File: config.mk
export PLATFORM = sky130hd
export DESIGN_NAME = hazard_ctrl_flat
export DESIGN_NICKNAME = d
export VERILOG_FILES = /design/src/rtl/hazard_ctrl_if.sv /design/src/rtl/hazard_ctrl.sv /design/src/flat_wrapper.sv
export SDC_FILE = /design/constraint.sdc
export NUM_CORES = 1
export LEC_CHECK = 0
export CAP_MARGIN = 20
export CORE_AREA = 5 5 42 44
export CTS_BUF_LIST = sky130_fd_sc_hd__clkbuf_8
export DETAILED_ROUTE_END_ITERATION = 7
export DIE_AREA = 0 0 47 49
export PLACE_DENSITY = 0.78
export SYNTH_ARGS = -nofsm -noshare
export SYNTH_HDL_FRONTEND = slang
export SYNTH_SLANG_ARGS = --single-unit
File: constraint.sdc
create_clock -name CLK -period 1.9 [get_ports CLK]
set_input_delay 0.38 -clock CLK [delete_from_list [all_inputs] [get_ports CLK]]
set_output_delay 0.38 -clock CLK [all_outputs]
set_load 0.02 [all_outputs]
File: src/rtl/hazard_ctrl_if.sv
// Pipeline-to-hazard-control bundle: stage status in, latch enables/flushes/halt out.
// The master side is the datapath; the slave side is hazard_ctrl.
interface hazard_ctrl_if;
  logic       ihit;
  logic       dhit;
  logic       exmem_dREN;
  logic       exmem_dWEN;
  logic [4:0] ifid_rs;
  logic [4:0] ifid_rt;
  logic       ifid_uses_rt;
  logic       idex_dREN;
  logic       idex_regWrite;
  logic [4:0] idex_wsel;
  logic       ex_redirect;
  logic       idex_halt;
  logic       memwb_halt;

  logic       pc_en;
  logic       ifid_en;
  logic       idex_en;
  logic       exmem_en;
  logic       memwb_en;
  logic       ifid_flush;
  logic       idex_flush;
  logic       halt;

  modport master (
    output ihit, dhit, exmem_dREN, exmem_dWEN, ifid_rs, ifid_rt, ifid_uses_rt,
           idex_dREN, idex_regWrite, idex_wsel, ex_redirect, idex_halt, memwb_halt,
    input  pc_en, ifid_en, idex_en, exmem_en, memwb_en, ifid_flush, idex_flush, halt
  );

  modport slave (
    input  ihit, dhit, exmem_dREN, exmem_dWEN, ifid_rs, ifid_rt, ifid_uses_rt,
           idex_dREN, idex_regWrite, idex_wsel, ex_redirect, idex_halt, memwb_halt,
    output pc_en, ifid_en, idex_en, exmem_en, memwb_en, ifid_flush, idex_flush, halt
  );
endinterface

File: src/rtl/hazard_ctrl.sv
// Five-stage pipeline hazard control: zero-latency combinational enables/flushes; nothing moves while
// fetch or data memory waits (advance low). HAZARD_PERF_EN adds saturating stall/flush counters.
module hazard_ctrl #(
  parameter int CNT_W = 32
) (
  input  logic             CLK,
  input  logic             nRST,
`ifdef HAZARD_PERF_EN
  output logic [CNT_W-1:0] stall_cnt,
  output logic [CNT_W-1:0] flush_cnt,
`endif
  hazard_ctrl_if.slave     bus
);

  typedef enum logic [1:0] {ST_RUN, ST_DRAIN, ST_HALTED} state_t;

  state_t r_state, w_next;
  logic   r_dseen;
  logic   w_dmem_req, w_advance, w_load_use;
  logic   w_pc_en, w_ifid_en, w_idex_en, w_exmem_en, w_memwb_en;
  logic   w_ifid_flush, w_idex_flush, w_halt;

  assign w_dmem_req = bus.exmem_dREN | bus.exmem_dWEN;
  // dseen keeps a completed data access counted while the fetch is still outstanding
  assign w_advance  = bus.ihit & (~w_dmem_req | bus.dhit | r_dseen);
  assign w_load_use = bus.idex_dREN & bus.idex_regWrite & (bus.idex_wsel != 5'd0) &
                      ((bus.idex_wsel == bus.ifid_rs) |
                       (bus.ifid_uses_rt & (bus.idex_wsel == bus.ifid_rt)));

  always_ff @(posedge CLK or negedge nRST) begin
    if (!nRST) begin
      r_state <= ST_RUN;
      r_dseen <= 1'b0;
    end else begin
      r_state <= w_next;
      if (w_advance)
        r_dseen <= 1'b0;
      else if (w_dmem_req && bus.dhit)
        r_dseen <= 1'b1;
    end
  end

  always_comb begin
    w_next       = r_state;
    w_pc_en      = 1'b0;
    w_ifid_en    = 1'b0;
    w_idex_en    = 1'b0;
    w_exmem_en   = 1'b0;
    w_memwb_en   = 1'b0;
    w_ifid_flush = 1'b0;
    w_idex_flush = 1'b0;
    w_halt       = 1'b0;
    case (r_state)
      ST_RUN: begin
        if (w_advance) begin
          w_idex_en  = 1'b1;
          w_exmem_en = 1'b1;
          w_memwb_en = 1'b1;
          if (bus.ex_redirect) begin
            w_pc_en      = 1'b1;
            w_ifid_en    = 1'b1;
            w_ifid_flush = 1'b1;
            w_idex_flush = 1'b1;
          end else if (w_load_use) begin
            w_idex_flush = 1'b1;
          end else begin
            w_pc_en   = 1'b1;
            w_ifid_en = 1'b1;
          end
          if (bus.idex_halt && !bus.ex_redirect)
            w_next = ST_DRAIN;
        end
      end
      ST_DRAIN: begin
        if (w_advance) begin
          w_ifid_en    = 1'b1;
          w_idex_en    = 1'b1;
          w_exmem_en   = 1'b1;
          w_memwb_en   = 1'b1;
          w_ifid_flush = 1'b1;
          w_idex_flush = 1'b1;
        end
      end
      ST_HALTED: w_halt = 1'b1;
      default:   w_next = ST_RUN;
    endcase
    if (bus.memwb_halt)
      w_next = ST_HALTED;
  end

  // Outputs are held low for the whole time reset is asserted, not just at the edge.
  assign bus.pc_en      = nRST & w_pc_en;
  assign bus.ifid_en    = nRST & w_ifid_en;
  assign bus.idex_en    = nRST & w_idex_en;
  assign bus.exmem_en   = nRST & w_exmem_en;
  assign bus.memwb_en   = nRST & w_memwb_en;
  assign bus.ifid_flush = nRST & w_ifid_flush;
  assign bus.idex_flush = nRST & w_idex_flush;
  assign bus.halt       = nRST & w_halt;

`ifdef HAZARD_PERF_EN
  logic [CNT_W-1:0] r_stall_cnt, r_flush_cnt;
  logic             w_stall_evt, w_flush_evt;

  assign w_stall_evt = (r_state == ST_RUN) & w_advance & ~bus.ex_redirect & w_load_use;
  assign w_flush_evt = (r_state == ST_RUN) & w_advance & bus.ex_redirect;

  always_ff @(posedge CLK or negedge nRST) begin
    if (!nRST) begin
      r_stall_cnt <= '0;
      r_flush_cnt <= '0;
    end else begin
      if (w_stall_evt && (r_stall_cnt != '1))
        r_stall_cnt <= r_stall_cnt + CNT_W'(1);
      if (w_flush_evt && (r_flush_cnt != '1))
        r_flush_cnt <= r_flush_cnt + CNT_W'(1);
    end
  end

  assign stall_cnt = r_stall_cnt;
  assign flush_cnt = r_flush_cnt;
`else
  logic [CNT_W-1:0] w_unused_cnt;
  assign w_unused_cnt = '0;
`endif

endmodule

File: src/flat_wrapper.sv
// flat-port wrapper written by rule: the top's interface ports become plain ports
module hazard_ctrl_flat 
#(
  parameter int CNT_W = 32
)
  (CLK, nRST, bus_ihit, bus_dhit, bus_exmem_dREN, bus_exmem_dWEN, bus_ifid_rs, bus_ifid_rt, bus_ifid_uses_rt, bus_idex_dREN, bus_idex_regWrite, bus_idex_wsel, bus_ex_redirect, bus_idex_halt, bus_memwb_halt, bus_pc_en, bus_ifid_en, bus_idex_en, bus_exmem_en, bus_memwb_en, bus_ifid_flush, bus_idex_flush, bus_halt);
  hazard_ctrl_if bus_i ();
  input  logic CLK;
  input  logic nRST;
  input wire logic [$bits(bus_i.ihit)-1:0] bus_ihit;
  input wire logic [$bits(bus_i.dhit)-1:0] bus_dhit;
  input wire logic [$bits(bus_i.exmem_dREN)-1:0] bus_exmem_dREN;
  input wire logic [$bits(bus_i.exmem_dWEN)-1:0] bus_exmem_dWEN;
  input wire logic [$bits(bus_i.ifid_rs)-1:0] bus_ifid_rs;
  input wire logic [$bits(bus_i.ifid_rt)-1:0] bus_ifid_rt;
  input wire logic [$bits(bus_i.ifid_uses_rt)-1:0] bus_ifid_uses_rt;
  input wire logic [$bits(bus_i.idex_dREN)-1:0] bus_idex_dREN;
  input wire logic [$bits(bus_i.idex_regWrite)-1:0] bus_idex_regWrite;
  input wire logic [$bits(bus_i.idex_wsel)-1:0] bus_idex_wsel;
  input wire logic [$bits(bus_i.ex_redirect)-1:0] bus_ex_redirect;
  input wire logic [$bits(bus_i.idex_halt)-1:0] bus_idex_halt;
  input wire logic [$bits(bus_i.memwb_halt)-1:0] bus_memwb_halt;
  output wire logic [$bits(bus_i.pc_en)-1:0] bus_pc_en;
  output wire logic [$bits(bus_i.ifid_en)-1:0] bus_ifid_en;
  output wire logic [$bits(bus_i.idex_en)-1:0] bus_idex_en;
  output wire logic [$bits(bus_i.exmem_en)-1:0] bus_exmem_en;
  output wire logic [$bits(bus_i.memwb_en)-1:0] bus_memwb_en;
  output wire logic [$bits(bus_i.ifid_flush)-1:0] bus_ifid_flush;
  output wire logic [$bits(bus_i.idex_flush)-1:0] bus_idex_flush;
  output wire logic [$bits(bus_i.halt)-1:0] bus_halt;
  assign bus_i.ihit = bus_ihit;
  assign bus_i.dhit = bus_dhit;
  assign bus_i.exmem_dREN = bus_exmem_dREN;
  assign bus_i.exmem_dWEN = bus_exmem_dWEN;
  assign bus_i.ifid_rs = bus_ifid_rs;
  assign bus_i.ifid_rt = bus_ifid_rt;
  assign bus_i.ifid_uses_rt = bus_ifid_uses_rt;
  assign bus_i.idex_dREN = bus_idex_dREN;
  assign bus_i.idex_regWrite = bus_idex_regWrite;
  assign bus_i.idex_wsel = bus_idex_wsel;
  assign bus_i.ex_redirect = bus_ex_redirect;
  assign bus_i.idex_halt = bus_idex_halt;
  assign bus_i.memwb_halt = bus_memwb_halt;
  assign bus_pc_en = bus_i.pc_en;
  assign bus_ifid_en = bus_i.ifid_en;
  assign bus_idex_en = bus_i.idex_en;
  assign bus_exmem_en = bus_i.exmem_en;
  assign bus_memwb_en = bus_i.memwb_en;
  assign bus_ifid_flush = bus_i.ifid_flush;
  assign bus_idex_flush = bus_i.idex_flush;
  assign bus_halt = bus_i.halt;
  hazard_ctrl #(.CNT_W(CNT_W)) u_core (.CLK(CLK), .nRST(nRST), .bus(bus_i));
endmodule
# Word level (Yosys, flattened, before mapping)
# Index checks and enable logic that the tools add are counted.
totals:
  in_bits: 27
  out_inout_bits: 8
  register_bits: 3
  wordCells: 55
classes:
  muxes: 21
  eq_ne: 7
  reduce_logical: 9
  bitwise_logic: 16
ops:
  columns: ["op", "n"]
  rows:
  - ["two-way mux 1 bit", 14]
  - ["bitwise AND 1 bit", 11]
  - ["== test 5 bit", 2]
  - ["two-way mux 2 bit", 3]
  - ["inequality test 3 x 2 -> 1 bit, second input constant", 2]
  - ["one-hot mux 1 bit (2 select lines)", 3]
  - ["nonzero test 5 bit", 1]
  - ["bitwise OR 1 bit", 4]
  - ["one-hot mux 2 bit (2 select lines)", 1]
  - ["OR reduction 2 bit", 2]
  - ["AND reduction 3 bit", 1]
  - ["== test 2 x 1 -> 1 bit, second input constant", 1]
  - ["== test 2 bit, second input constant", 1]
  - ["logical AND 1 bit", 2]
  - ["zero test 2 bit", 1]
  - ["inequality test 2 x 1 -> 1 bit, second input constant", 1]
  - ["nonzero test 2 bit", 1]
  - ["zero test 1 bit", 1]
  - ["inverter 1 bit", 1]

# Logic depth before layout (Yosys ltp)
logic_depth:
  depth_word: 9
  ltp_mapped: 5
  depth_no_buf: 5

# Worst setup path before layout
# No wires, ideal clock.
synth_path:
  path_kind: "input to output"
  startpoint: "in bus_idex_wsel[1]"
  endpoint: "out bus_ifid_en"
  cell_stages: 4
  t_required_ps: 1520
  n_path_buf: 0
  arrival_time_ps: 1677
  path_slack_ps: -157
  cell_sequence: "or4_1 > o211ai_2 > nor3_1 > a21boi_0"
synth_between:
  elab_chain_len: 9
  word_cells_on_any_way: 12
  cone_classes: "2 x eq/ne; 4 x mux; 5 x bitwise; 1 x reduce/logical"
synth_lines:
  columns: ["element", "line", "rtl"]
  rows:
  - ["start, declared", "flat_wrapper.sv:19", "input wire logic [$bits(bus_i.idex_wsel)-1:0] bus_idex_wsel;"]
  - ["== test 5 bit", "hazard_ctrl.sv:28", "(bus.ifid_uses_rt & (bus.idex_wsel == bus.ifid_rt)));"]
  - ["bitwise AND 1 bit", "hazard_ctrl.sv:28", null]
  - ["bitwise OR 1 bit", "hazard_ctrl.sv:27", "((bus.idex_wsel == bus.ifid_rs) |"]
  - ["bitwise AND 1 bit (*)", "hazard_ctrl.sv:26", "assign w_load_use = bus.idex_dREN & bus.idex_regWrite & (bus.idex_wsel != 5'd0) &"]
  - ["two-way mux 1 bit (*)", "hazard_ctrl.sv:64", "end else if (w_load_use) begin"]
  - ["two-way mux 1 bit (*)", "hazard_ctrl.sv:59", "if (bus.ex_redirect) begin"]
  - ["two-way mux 1 bit (*)", "hazard_ctrl.sv:55", "if (w_advance) begin"]
  - ["one-hot mux 1 bit (2 select lines) (*)", "hazard_ctrl.sv:53", "case (r_state)"]
  - ["bitwise AND 1 bit (*)", "hazard_ctrl.sv:93", "assign bus.ifid_en = nRST & w_ifid_en;"]
  - ["end, declared", "flat_wrapper.sv:24", "output wire logic [$bits(bus_i.ifid_en)-1:0] bus_ifid_en;"]
# Mark *: on every way between the ends. The rest lies on a longest branch, timed or not.

# Final worst setup path
layout_path:
  startpoint: "in bus_idex_wsel[4]"
  endpoint: "out bus_idex_flush"
layout_between:
  elab_chain_len: 9
  word_cells_on_any_way: 12
  cone_classes: "2 x eq/ne; 4 x mux; 5 x bitwise; 1 x reduce/logical"
layout_lines:
  columns: ["element", "line", "rtl"]
  rows:
  - ["== test 5 bit", "hazard_ctrl.sv:28", null]
  - ["bitwise AND 1 bit", "hazard_ctrl.sv:28", null]
  - ["bitwise OR 1 bit", "hazard_ctrl.sv:27", null]
  - ["bitwise AND 1 bit (*)", "hazard_ctrl.sv:26", null]
  - ["two-way mux 1 bit (*)", "hazard_ctrl.sv:64", null]
  - ["two-way mux 1 bit (*)", "hazard_ctrl.sv:59", null]
  - ["two-way mux 1 bit (*)", "hazard_ctrl.sv:55", null]
  - ["one-hot mux 1 bit (2 select lines) (*)", "hazard_ctrl.sv:53", null]
  - ["bitwise AND 1 bit (*)", "hazard_ctrl.sv:98", "assign bus.idex_flush = nRST & w_idex_flush;"]
  - ["end, declared", "flat_wrapper.sv:29", "output wire logic [$bits(bus_i.idex_flush)-1:0] bus_idex_flush;"]
# Marked as above.

==> out/results.tsv <==
stage	metric	value	unit
placement	PortBufs	34	
timing	fmax	513	MHz
placement	Placed Cells	112	
grt	initial antenna violation count	0	
worst_setup_path	Crit Reg-Reg Startpoint	u_core.r_dseen$_DFFE_PN0P_	
synth	synthesized flop and latch total	3	
synth	main flop type after synthesis	dfrtp_1	
placement	hpwl dp	1210	um
final_layout	Core Util, Final	0.669	
timing	final number of setup-violating endpoints	3	
die	Row Count	14	
grt	M3 GR Usage	0.0295	
detailed_routing	initial DRC count	4	
power	VDD IR max	0.456	mV
timing	Clock Skew	0.00275	ns
die	count of boundary I/O pins	35	
detailed_routing	final wirelength	1410	um
synth	unique cell type count in the Yosys netlist	26	
synth	Post-synth EDFFs	0	
final_layout	Finished Layout Cells	117	
synth	sequential fraction of the synthesis area	0.183	
timing	RSZ-0062 raised after global routing	yes	
worst_setup_path	Critical Path AT	1.57	ns
timing	Final Hold Fails	0	
worst_setup_path	Register-to-Register Setup Slack	0.48	ns
power	PwrDens	437	nW/um2
timing	post-route minimum period	1.95	ns
die	Initial Utilization	0.293	
clocking	cts bufs inserted	3	
power	P_leak	0.466	nW
worst_setup_path	Worst Path Max Fanout	3	
die	Chip Height	49	um
clocking	clock transition at the registers of the reported paths	0.03	ns
worst_setup_path	critical path type	in2out	
die	die area	2300	um2
clocking	TritonCTS clock tree	yes	
placement	Placer Congestion	0.713	
synth	Syn Nets	80	
timing	max-slew violation count	0	
timing	Final period util	1.03	
worst_setup_path	Critical Path Source	bus_idex_wsel[4]	
grt	first-pass GRT wire length	2300	um
timing	worst slew pin tran	0.502	ns
power	Power Total	0.410	mW
worst_setup_path	endpoint type of the worst setup path	output pin	
final_layout	nets	132	
worst_setup_path	worst setup path end	bus_idex_flush	
synth	Cells after Synth	50	
worst_setup_path	FF-to-FF path depth	4	
final_layout	layout cell share with drive strength beyond 1	0.386	
timing	Final WS setup	-0.0507	ns
worst_setup_path	Critical R2R Capture	u_core.r_state[0]$_DFFE_PN0P_	
grt	remaining global-route overflow	0	
synth	Syn. warnings	0	
synth	Synth area leader	xnor2_1	
clocking	H-tree depth	1	
detailed_routing	DR vias/cell	4.62	
grt	vias in the first global route	574	
grt	GR Util All Layers	0.137	
grt	M2 GR Usage	0.253	
grt	largest net degree at the start of global routing	5	
final_layout	Area Overhead vs Synth	128	%
worst_setup_path	required time at the endpoint of the critical path	1.52	ns
synth	Yosys top cell area share	0.213	
final_layout	fillcell total	139	
synth	Synth top cells by count	10 x xnor2_1, 4 x inv_1	
status	failing checks	negative setup slack	
clocking	root buffer cell	clkbuf_8	
synth	Mapped Area	410	um2
run	Maximum Capacitance Violations	0	
synth	top post-synthesis cells by area	xnor2_1 21%, dfrtp_1 18%, ha_1 9.1%, a21oi_1 3.7%, a21o_1 3.7%	
grt	GRT Max-Usage Layer	met2	
worst_setup_path	Startpoint Class	input port	
grt	met1 usage	0.125	
clocking	later-pin clock latency in the skew report	0.22	ns
die	Chip Width	47	um
die	core area	1400	um2
hold_path	Hold Crit Class	in2async	
synth	top-count cell post-synth	xnor2_1	
timing	Max transition margin	0.661	
synth	synthesized area per cell	8.21	um2
synth	fraction of registers with async set/reset	1.00	
clocking	Bufs on Longest Clock Path	2	
detailed_routing	1st-pass router iterations	2	
final_layout	Finished Cell Area	937	um2
placement	DP Area	868	um2
clocking	Sink Count	3	
status	status	finished with violations	
detailed_routing	via count	540	
detailed_routing	Wirelength per Cell	12.0	um
detailed_routing	antenna-violating nets left	0	
final_layout	Ant. Diodes	0	
detailed_routing	DRC viols	0	
## worst min-delay path by stage
stage / endpoint / slack, ns / start
2_1_floorplan: u_core.r_dseen$_DFFE_PN0P_ / 0.08 / nRST
3_3_place_gp: u_core.r_state[0]$_DFFE_PN0P_ / 0.53 / u_core.r_state[0]$_DFFE_PN0P_
3_5_place_dp: u_core.r_state[0]$_DFFE_PN0P_ / 0.54 / u_core.r_state[0]$_DFFE_PN0P_
4_1_cts: u_core.r_state[0]$_DFFE_PN0P_ / 0.45 / nRST
5_1_grt: u_core.r_state[0]$_DFFE_PN0P_ / 0.09 / nRST
6_report: u_core.r_state[0]$_DFFE_PN0P_ / 0.08 / nRST
## flip-flops by register name, summed over array words and instances (netlist names)
| name | count |
|---|---|
| u_core.r_dseen | 1 |
| u_core.r_state | 2 |
## critical path: stages
cell and delay, ns:
buf_6 0.09, or4_4 0.53, o211ai_4 0.21, inv_2 0.04, a41o_1 0.18, buf_6 0.13
## cells in the final DEF, fill, tap and decap left out, drive strengths merged, types with 2 or more instances in the layout
cell	instances
dfrtp	3
a21o	2
dlygate4sd2	14
clkdlybuf4s50	7
buf	25
inv	6
ha	3
nor2	2
a21oi	3
nor2b	2
dlymetal6s2s	2
xnor2	10
nand2	3
clkbuf	3
## stage by stage
| stage | setup WS [ns] | hold slack, ns | TNS, ns |
|---|---|---|---|
| 3_3_place_gp | -0.855 | 0.531 | -4.82 |
| 4_1_cts | -0.0841 | 0.448 | -0.194 |
| 5_1_grt | -0.0908 | 0.0899 | -0.270 |
| 3_5_place_dp | -0.857 | 0.541 | -4.87 |
| 6_report | -0.0507 | 0.0810 | -0.111 |
| 2_1_floorplan | 0.0853 | 0.0844 | 0 |
## repair_timing
action	CTS	global route
resized for setup	72	6
setup endpoints to repair	8	7
endpoints found under the hold margin	0	0
setup buffers	1	0
pin swaps	18	2
hold buffers	0	0
## power by group
group          internal (mW)  switching, mW
clock network          0.138         0.0430
logic                 0.0960         0.0628
registers             0.0681        0.00200
## layout make-up
cell class / instances / area (um2) / share of cell area
Clock inverter: 1 / 3.75 / 0.00401
Multi-Input combinational cell: 40 / 347 / 0.370
Sequential cell: 3 / 75.1 / 0.0801
Timing Repair Buffer: 49 / 432 / 0.461
Inverter: 5 / 18.8 / 0.0200
Clock buffer: 3 / 41.3 / 0.0441
Tap cell: 16 / 20.0 / 0.0214
## cells by family (layout without fill, tap and decap cells)
kind of cell	after synthesis	count (layout)	synth area share
flops	3	3	0.183
simple gates	13	13	0.171
fa+ha+maj	3	3	0.0915
xor+xnor	10	10	0.213
compound gates	14	14	0.259
buf+inv	7	58	0.0823
## routing by layer
metal,vias to the layer above,wire (um),share of wire
met5,-,0,0
met4,0,29,0.021
met3,3,129,0.092
met2,20,793,0.56
met1,236,456,0.32
li1,281,-,-
No activity file was read; power rests on OpenSTA's default activity.
